File: config.mk
export PLATFORM = sky130hd
export DESIGN_NAME = block_transfer_sequencer
export DESIGN_NICKNAME = d
export VERILOG_FILES = /design/src/rtl/block_transfer_sequencer.sv
export SDC_FILE = /design/constraint.sdc
export NUM_CORES = 1
export LEC_CHECK = 0
export ABC_AREA = 1
export CORE_ASPECT_RATIO = 0.7
export CORE_MARGIN = 3
export CORE_UTILIZATION = 45
export CTS_CLUSTER_SIZE = 8
export DETAILED_ROUTE_END_ITERATION = 8
export PLACE_DENSITY = 0.73
export SLEW_MARGIN = 20
export SYNTH_ARGS = -nofsm -noshare
export SYNTH_HDL_FRONTEND = slang
export SYNTH_SLANG_ARGS = --single-unit
export TNS_END_PERCENT = 30
File: constraint.sdc
create_clock -name clk -period 4 [get_ports clk]
set_clock_uncertainty 0.2 [all_clocks]
set_input_delay 0.8 -clock clk [delete_from_list [all_inputs] [get_ports clk]]
set_output_delay 0.8 -clock clk [all_outputs]
set_load 0.02 [all_outputs]
File: src/rtl/block_transfer_sequencer.sv
// Block load/store sequencer: walks a 16-bit register list, issues one word
// access per listed register in ascending register order, then optionally
// writes the updated base address back to the register file.
module block_transfer_sequencer #(
   parameter int N = 32
) (
   input  logic         clk,
   input  logic         rst,
   input  logic         start,
   input  logic         is_load,
   input  logic         pre_index,
   input  logic         up,
   input  logic         writeback,
   input  logic [3:0]   base_reg,
   input  logic [N-1:0] base_addr,
   input  logic [15:0]  reg_list,
   output logic         busy,
   output logic         done,
   output logic [3:0]   rf_read_reg,
   input  logic [N-1:0] rf_read_data,
   output logic [3:0]   rf_write_reg,
   output logic [N-1:0] rf_write_data,
   output logic         rf_reg_write,
   output logic         mem_req,
   output logic         mem_we,
   output logic [N-1:0] mem_addr,
   output logic [N-1:0] mem_wdata,
   input  logic         mem_ack,
   input  logic [N-1:0] mem_rdata
);

   typedef enum logic [2:0] {
      ST_IDLE = 3'd0,
      ST_REQ  = 3'd1,
      ST_LWR  = 3'd2,
      ST_BWB  = 3'd3,
      ST_DONE = 3'd4
   } state_t;

   localparam logic [N-1:0] C_STEP = {{(N-3){1'b0}}, 3'b100};

   // Number of set bits in a register list (0..16).
   function automatic logic [4:0] popcount16(input logic [15:0] v);
      logic [4:0] c;
      c = 5'd0;
      for (int i = 0; i < 16; i++) begin
         c = c + {4'd0, v[i]};
      end
      return c;
   endfunction

   // Index of the lowest set bit; 0 for an empty list.
   function automatic logic [3:0] lowest_set(input logic [15:0] v);
      logic [3:0] idx;
      idx = 4'd0;
      for (int i = 15; i >= 0; i--) begin
         if (v[i]) begin
            idx = 4'(i);
         end
      end
      return idx;
   endfunction

   state_t       r_state;
   state_t       w_state_nxt;

   logic         r_is_load;
   logic         r_wb;
   logic [3:0]   r_base_reg;
   logic [15:0]  r_list;
   logic [N-1:0] r_addr;
   logic [N-1:0] r_final;
   logic [3:0]   r_wr_reg;
   logic [N-1:0] r_wr_data;

   logic [4:0]   w_cnt;
   logic [N-1:0] w_span;
   logic [N-1:0] w_start_addr;
   logic [N-1:0] w_final;
   logic         w_wb_eff;
   logic [3:0]   w_cur_reg;
   logic [15:0]  w_list_rest;
   logic         w_last;

   // Start-of-transfer arithmetic from the live inputs; only used when start is accepted.
   always_comb begin
      w_cnt  = popcount16(reg_list);
      w_span = {{(N-7){1'b0}}, w_cnt, 2'b00};
      if (up) begin
         w_start_addr = pre_index ? (base_addr + C_STEP) : base_addr;
         w_final      = base_addr + w_span;
      end else begin
         w_start_addr = pre_index ? (base_addr - w_span) : (base_addr - w_span + C_STEP);
         w_final      = base_addr - w_span;
      end
      // A load that targets the base register keeps the loaded value.
      w_wb_eff = writeback & ~(is_load & reg_list[base_reg]);
   end

   // Current register and what remains of the list once it is transferred.
   always_comb begin
      w_cur_reg   = lowest_set(r_list);
      w_list_rest = r_list & (r_list - 16'd1);
      w_last      = (w_list_rest == 16'd0);
   end

   // State register.
   always_ff @(posedge clk or negedge rst) begin
      if (!rst) begin
         r_state <= ST_IDLE;
      end else begin
         r_state <= w_state_nxt;
      end
   end

   // Next-state decision.
   always_comb begin
      w_state_nxt = r_state;
      case (r_state)
         ST_IDLE: begin
            if (start) begin
               w_state_nxt = (w_cnt == 5'd0) ? ST_DONE : ST_REQ;
            end else begin
               w_state_nxt = ST_IDLE;
            end
         end
         ST_REQ: begin
            if (!mem_ack) begin
               w_state_nxt = ST_REQ;
            end else if (r_is_load) begin
               w_state_nxt = ST_LWR;
            end else if (!w_last) begin
               w_state_nxt = ST_REQ;
            end else begin
               w_state_nxt = r_wb ? ST_BWB : ST_DONE;
            end
         end
         ST_LWR: begin
            if (r_list != 16'd0) begin
               w_state_nxt = ST_REQ;
            end else begin
               w_state_nxt = r_wb ? ST_BWB : ST_DONE;
            end
         end
         ST_BWB:  w_state_nxt = ST_DONE;
         ST_DONE: w_state_nxt = ST_IDLE;
         default: w_state_nxt = ST_IDLE;
      endcase
   end

   // Transfer context: latched at start, list/address stepped on each ack,
   // register-file write port loaded with load data or the final base.
   always_ff @(posedge clk or negedge rst) begin
      if (!rst) begin
         r_is_load  <= 1'b0;
         r_wb       <= 1'b0;
         r_base_reg <= 4'd0;
         r_list     <= 16'd0;
         r_addr     <= {N{1'b0}};
         r_final    <= {N{1'b0}};
         r_wr_reg   <= 4'd0;
         r_wr_data  <= {N{1'b0}};
      end else begin
         case (r_state)
            ST_IDLE: begin
               if (start) begin
                  r_is_load  <= is_load;
                  r_wb       <= w_wb_eff;
                  r_base_reg <= base_reg;
                  r_list     <= reg_list;
                  r_addr     <= w_start_addr;
                  r_final    <= w_final;
               end
            end
            ST_REQ: begin
               if (mem_ack) begin
                  r_list <= w_list_rest;
                  r_addr <= r_addr + C_STEP;
                  if (r_is_load) begin
                     r_wr_reg  <= w_cur_reg;
                     r_wr_data <= mem_rdata;
                  end else if (w_last && r_wb) begin
                     r_wr_reg  <= r_base_reg;
                     r_wr_data <= r_final;
                  end
               end
            end
            ST_LWR: begin
               // The loaded value is written this cycle; stage the base for BWB.
               if ((r_list == 16'd0) && r_wb) begin
                  r_wr_reg  <= r_base_reg;
                  r_wr_data <= r_final;
               end
            end
            default: begin
               r_list <= r_list;
            end
         endcase
      end
   end

   assign busy          = (r_state == ST_REQ) || (r_state == ST_LWR) || (r_state == ST_BWB);
   assign done          = (r_state == ST_DONE);
   assign mem_req       = (r_state == ST_REQ);
   assign mem_we        = (r_state == ST_REQ) && !r_is_load;
   assign mem_addr      = (r_state == ST_REQ) ? r_addr : {N{1'b0}};
   assign mem_wdata     = rf_read_data;
   assign rf_read_reg   = w_cur_reg;
   assign rf_reg_write  = (r_state == ST_LWR) || (r_state == ST_BWB);
   assign rf_write_reg  = r_wr_reg;
   assign rf_write_data = r_wr_data;

endmodule

[After elaboration in Yosys (flattened, before gate mapping)]
Index checks and enable logic that the tools add are counted.
Storage, ports and cells
  bits in registers: 125
  word-level logic and storage cells: 107
Operators by class
  add/sub/neg operators: 21
  magnitude comparators: 1
  eq/ne operators: 8
  multiplexer cells: 47
  bitwise logic cells: 4
  reductions and logical operators: 17
Operators with widths (count)
  32-bit two-way mux: 11
  32-bit one-hot mux with 2 select lines: 2
  32-bit by 3-bit adder with 32-bit output (second input constant): 3
  4-bit two-way mux: 20
  5-bit by 1-bit adder with 5-bit output: 11
  32-bit by 7-bit adder with 32-bit output: 1
  16-bit zero test: 2
  16-bit two-way mux: 2
  16-bit one-hot mux with 2 select lines: 1
  32-bit by 7-bit subtractor with 32-bit output: 1
  3-bit two-way mux: 7
  16-bit bitwise AND: 1
  16-bit nonzero test: 1
  16-bit by 1-bit subtractor with 16-bit output (second input constant): 1
  3-bit one-hot mux with 4 select lines: 1
  4-bit one-hot mux with 2 select lines: 1
  3-bit by 2-bit == test with 1-bit output (second input constant): 2
  4-bit by 1-bit adder with 5-bit output: 1
  5-bit zero test: 1
  4-bit by 5-bit < comparator with 1-bit output (second input constant): 1
  3-bit by 1-bit adder with 4-bit output: 1
  1-bit binary-select mux with 4-bit select: 1
  2-bit != test (second input constant): 2
  4-bit AND reduction: 1
  16 further kinds: 22

[Longest topological paths before layout]
  depth in word-level cells: 21
  depth in mapped cells: 35
  gate-level depth less buffers: 35

[Worst setup path before layout]
Ideal clock, no wire load.
  path type: input -> register
  from: input port reg_list[5]
  to: register r_addr[29]
  library setup time: 116 ps
  data arrival time: 5649 ps
  slack: -1965 ps
  cell stages on the path: 31
  path buffers: 0
  path through: inv_1 fa_1 inv_1 fa_1 fa_1 inv_1 fa_1 inv_1 ha_1 inv_1 fa_1 nor2_1 inv_1 a21oi_1 ha_1 nor2_1 nand3_1 nand3_1 inv_1 nand2_1 nand2_1 nand2_1 nand2_1 nor2_2 nand3_1 nor2_2 nand3_1 nand3_1 nand3_1 nand2_1 nand2_1
On the way
  word-level cells in the longest chain between the ends: 17
Ends and longest elaborated chain
  start: declaration: line 16  | input logic [15:0] reg_list,
  5-bit by 1-bit adder with 5-bit output (*) (11 in series): line 47  | c = c + {4'd0, v[i]};
  32-bit by 7-bit subtractor with 32-bit output (*): line 93  | w_start_addr = pre_index ? (base_addr - w_span) : (base_addr - w_span + C_STEP);
  32-bit by 3-bit adder with 32-bit output: line 93
  32-bit two-way mux (*): line 93
  32-bit two-way mux (*): line 89  | if (up) begin
  32-bit two-way mux (*): line 166  | if (start) begin
  32-bit one-hot mux with 2 select lines (*): line 164  | case (r_state)
  end signal: assignment: line 159  | r_addr <= {N{1'b0}};
  end signal: assignment: line 171  | r_addr <= w_start_addr;
  end signal: assignment: line 178  | r_addr <= r_addr + C_STEP;
  end: declaration: line 71  | logic [N-1:0] r_addr;
Mark *: on every way between the ends. The rest lies on a longest branch, timed or not. The select of a mux whose other input is x is not followed.
A chain may end at the register's enable or synchronous reset.

[Final worst setup path]
  from: input port reg_list[5]
  to: register r_state[0]
On the way
  word-level cells in the longest chain between the ends: 15
Ends and longest elaborated chain
  5-bit by 1-bit adder with 5-bit output (11 in series): line 47
  5-bit zero test: line 122  | w_state_nxt = (w_cnt == 5'd0) ? ST_DONE : ST_REQ;
  3-bit two-way mux: line 122
  3-bit two-way mux: line 121  | if (start) begin
  3-bit one-hot mux with 4 select lines: line 119  | case (r_state)
  named net w_state_nxt[0]: line 65  | state_t w_state_nxt;
  end signal: assignment: line 112  | r_state <= w_state_nxt;
  end: declaration: line 64  | state_t r_state;
The timed path passes the listed nets, and every way through them passes these cells.

==> impl_metrics.tcl <==
set metrics [dict create \
    drcViolationCount 0 \
    overflow 0 \
    syn_avg_cell_area_sq_um 6.31 \
    gp_congestion 1.00 \
    async_flop_share_pct 100 \
    slew_viol_final 0 \
    yosys.cell_types.count 48 \
    min_path_type "in -> async" \
    hpwl_um 32200 \
    final_util_pct 66.1 \
    cts_buffer_depth 2 \
    antenna_cells 0 \
    status "finished, violations left" \
    p_leak_nw 7.27 \
    cp_slowest_stage_delay_ns 0.58 \
    rsz0062_at_grt "yes" \
    insertion_delay_ns 0.44 \
    antenna_found_initial 0 \
    seq_area_frac_synth_pct 28.3 \
    area_delta_synth_final_pct 42.8 \
    die_y_um 137 \
    ctsHtreeMaxLevel 4 \
    cts_tree "built" \
    cpMostUsedCell "buf_4" \
    required_ns 4.15 \
    first_pass_iters 6 \
    rows 47 \
    die-width_um 193 \
    synth_warnings 0 \
    yosysTopAreaCell "dfrtp_1" \
    final_nets 2211 \
    finalSetupTns_ns -99.53 \
    initial_core_util_pct 46.3 \
    hold_viol 0 \
    synth_area_sq_um 11100 \
    setup_viol 61 \
    synth_ff_type "dfrtp_1" \
    num_vias 13100 \
    drt_iter0_markers 1293 \
    dieArea_sq_um 26500 \
    cts_sinks 125 \
    r2r_start "r_state[2]$_DFF_PN0_" \
    synth_most_common_cell "nand2_1" \
    worst-path-max-fanout 3 \
    ys_ff_latch 125 \
    synth-edff-count 0 \
    timing.final.crit_share_pct 151 \
    clk_pin_slew_ns 0.06 \
    syn-num-nets 1907 \
    synth_top_area_share_pct 28.3 \
    hold_ws_ns 0.0961 \
    slowest_stage "fa_2" \
    max_freq_ghz 0.166 \
    synth_common_cells "nand2_1 (434), inv_1 (237), nor2_1 (221)" \
    worst_pin_slew_ns 0.741 \
    grt_pass1_wl_um 66600 \
    grt_start_max_net_pins 84 \
    root_buffer "clkbuf_16" \
    worst-setup-path-type "in -> reg" \
    fin_ws_ns -2.03 \
    startpoint_type "input port" \
    cts_buffers 17 \
    arrival_ns 6.18 \
    place_ws_ns -2.99 \
    io_pins 233 \
    irDropWorstVdd_mv 0.645 \
    io_buffers 168 \
    totalWireLength_um 43100 \
    grt_use_total_pct 31.8 \
    wire_per_inst_um 18.1 \
    max_slew_margin_pct 50.6 \
    drive_gt1_share_pct 23.1 \
    violations "setup timing" \
    grt_pass1_vias 12300 \
    antenna_left 0 \
    cap_violations 0 \
    synth_area_leaders "dfrtp_1 (28%), nand2_1 (15%), inv_1 (8.0%)" \
    endpoint_kind "register" \
    core_area_sq_um 23900 \
    synthCells 1752 \
    power.density_nw_per_um2 761 \
    routed_via_density 5.51 \
    period_needed_ns 6.03 \
    startpoint "reg_list[5]" \
]
routing by layer:
layer	global-route usage, %	routed length, um
met2	51.3	19800
met1	42.9	18800
met3	6.82	3260
met5	0	0
met4	10.8	1210
cell type report:
type	instances	area (sq um)
repair buffers	387	3400
well taps	318	398
multi-input cells	1283	7350
clock buffers	18	439
flip-flops and latches	125	3130
inverters	242	928
clock inverters	14	149
fillers	2147	8090
worst max-delay path: cells and delay by family:
family	cells	cell delay, ns
fa+ha+maj	6	2.50
simple gates	3	0.23
compound gates	2	0.31
buf+inv	23	2.34
timing repair:
item                       CTS  global route
pin swaps                   60            53
setup buffers               26            14
gates resized for setup    146           105
hold buffers                 0             0
setup endpoints to repair   62            63
power breakdown:
group / switching, mW / total (mW) / internal [mW]
sequential: 0.426 / 2.34 / 1.92
combinational: 4.71 / 8.06 / 3.34
clock: 0.713 / 1.61 / 0.899
total: 5.85 / 12.0 / 6.16
cells in the final DEF (no fill, tap or decap), types with 12 or more instances in the layout:
cell and instances:
buf_6 18, nand4_1 29, nand2_1 388, xor2_1 29, clkbuf_16 17, inv_1 216, nand3_1 87, buf_4 203
o21ai_1 35, nor2_1 195, a21oi_1 67, or2_2 13, ha_1 12, nor2_4 26, nand2_2 36, inv_2 18
clkdlybuf4s50_1 157, nand3_2 23, nor2_2 18, nor3_1 35, a31oi_1 18, nand2_4 12, o211ai_1 55, o21ai_0 95
dfrtp_1 125
kinds of logic (layout without fill, tap and decap cells):
group	count (synthesis)	after routing	share of synthesized area, %
and+or+nand+nor	884	884	33.9
xor gates and xnor gates	37	37	2.93
adders and majority gates	31	31	4.32
DFF	125	125	28.3
buffers and inverters	344	661	13.1
muxes	2	2	0.181
AOI/OAI and AO/OA	329	329	17.3
per-stage QoR:
| stage | cell area, sq um | power [mW] | cells |
|---|---|---|---|
| floorplan | 11300 | 6.68 | 1752 |
| global placement | 14200 | 9.35 | 2315 |
| detailed placement | 14200 | 9.49 | 2315 |
| CTS | 15300 | 11.6 | 2373 |
| global route | 15800 | 12.9 | 2387 |
| finish | 15800 | 12.0 | 2387 |
worst paths after layout:
kind / cells past startpoint / end / slack [ns]
worst min register to register: 2 / rf_write_data[31]$_DFFE_PN0P_ / 0.28
min in group clk: 2 / rf_write_data[31]$_DFFE_PN0P_ / 0.28
worst max register to register: 9 / r_list[13]$_DFFE_PN0P_ / 0.93
worst min-delay path: 1 / rf_write_data[1]$_DFFE_PN0P_ / 0.1
max in group asynchronous: 2 / r_addr[26]$_DFFE_PN0P_ / 2.64
worst max-delay path: 34 / r_state[0]$_DFF_PN0_ / -2.03
Power figures use the tool's default switching activity.
==> patch (config.mk and constraints unchanged) <==
Set the parameter `N` to 64 (it was 32).
--- a/src/rtl/block_transfer_sequencer.sv
+++ b/src/rtl/block_transfer_sequencer.sv
@@ -2,7 +2,7 @@
 // access per listed register in ascending register order, then optionally
 // writes the updated base address back to the register file.
 module block_transfer_sequencer #(
-   parameter int N = 32
+   parameter int N = 64
 ) (
    input  logic         clk,
    input  logic         rst,
Ports: changed (6 resized); port bits go from 233 to 425. No check against the original RTL was run, so the function may have changed too.
==> patch against the original RTL <==
The flow still finishes with violations (setup timing); die area is 91% higher; setup slack worse by 0.36 ns; sequential power is 87% higher; synthesized area is 96% higher; final area is 100% higher; global-route usage is 9.0 points higher; largest cell class unchanged; power is 64% higher; combinational power is 58% higher; count of clock-buffer cells in the layout is 18 higher; hold slack better by 0.0023 ns; wire length grew to 2.5 times the old value; sequential cell count is 96 higher.
==> patch: results (changes against the original RTL) <==
Parameter                              Value

Global routing
  Antenna violations before repair ... 2 (+2)
  Number of global-route vias before repair ... 25800 (+110%)
  M3 GR Usage ... 11.8% (+5.0 points)
  Total Routing Usage GR ... 40.8% (+9.0 points)
  Wire length of the first global-routing pass ... 157 mm (+140%)

Cells and area
  Final Instance Count excl. Fillers ... 4927 (+110%)
  Area used by multi-input combinational logic ... 15100 sq um (+110%)
  Layout filler cell count ... 4149 (+93%)

Detailed routing
  Mean routed wirelength per cell ... 21.9 um (+21%)
  Top sig layer ... met5
  Routed length on met2 ... 44.5 mm (+120%)

Worst setup path
  Worst R2R Start ... r_list[0]
  Endpoint of the lowest-slack register-to-register path ... rf_write_data[39]
  Crit-path max FO ... 5 (+2)
  Delay contributed by the slowest stage of the critical path ... 0.52 ns (-0.06 ns)
  Start point of the critical path ... reg_list[15]

Synthesis
  Multiplexer area fraction after synthesis ... 0.0463% (-0.13 points)
  Number of distinct library cells after synthesis ... 65 (+35%)
  Post-synthesis xor/xnor area fraction ... 3.87% (+0.94 points)
  Seq/Total Area, Yosys ... 25.6% (-2.7 points)
  Number of nets produced by synthesis ... 3746 (+96%)
  Number of instances in the synthesized netlist ... 3495 (+99%)
  Compound-cell area share of the yosys netlist ... 14.2% (-3.2 points)

STA
  PnR worst setup slack ... -2.40 ns (-0.365 ns)
  Tightest hold margin ... 0.0984 ns (+0.00232 ns)
  Accumulated negative setup slack ... -234.56 ns (-135.04 ns)
  Setup-violating endpoint count in the final report ... 125 (+100%)

Outcome
  Violations in the final reports ... setup timing
  Run status ... finished with violations

Placement
  Final GP Congestion ... 1.09 (+9.0%)
  Count of input and output buffers ... 296 (+76%)

Clocking
  Number of cells upsized or downsized after cts ... 327 (+120%)
  Source-to-sink clock delay at the later pin of the worst-skew pair ... 0.55 ns (+0.11 ns)
  Number of buffers added by the clock tree synthesis step ... 34 (+17)
  CTS H-tree depth ... 2 (-2)

Pwr
  Internal power consumption ... 0.0100 W (+62%)
  Pleak ... 14.4 nW (+98%)
-- patch: cell types whose count changed in the layout (fill, tap and decap cells not counted), moves of 60 or more --
cell | before | now
a31oi_1 | 18 | 96
buf_4 | 203 | 631
clkdlybuf4s50_1 | 157 | 284
dfrtp_1 | 125 | 221
inv_1 | 216 | 347
nand2_1 | 388 | 780
nand3_1 | 87 | 167
nor2_1 | 195 | 521
nor3_1 | 35 | 95
-- patch: worst max-delay path: cells and delay by family --
kind            cells  cell delay, ns
compound gates      2            0.53
fa+ha+maj           7            2.61
buf+inv             9            0.60
simple gates       17            2.05
-- patch: layout make-up --
cell class / count / share of cell area (%)
Tap cell: 612 / 2.37
Inverter: 403 / 4.81
Clock inverter: 5 / 0.236
Timing Repair Buffer: 984 / 26.1
Antenna cell: 1 / 0.00774
Sequential cell: 221 / 17.1
Clock buffer: 36 / 2.65
Multi-Input combinational cell: 2665 / 46.7
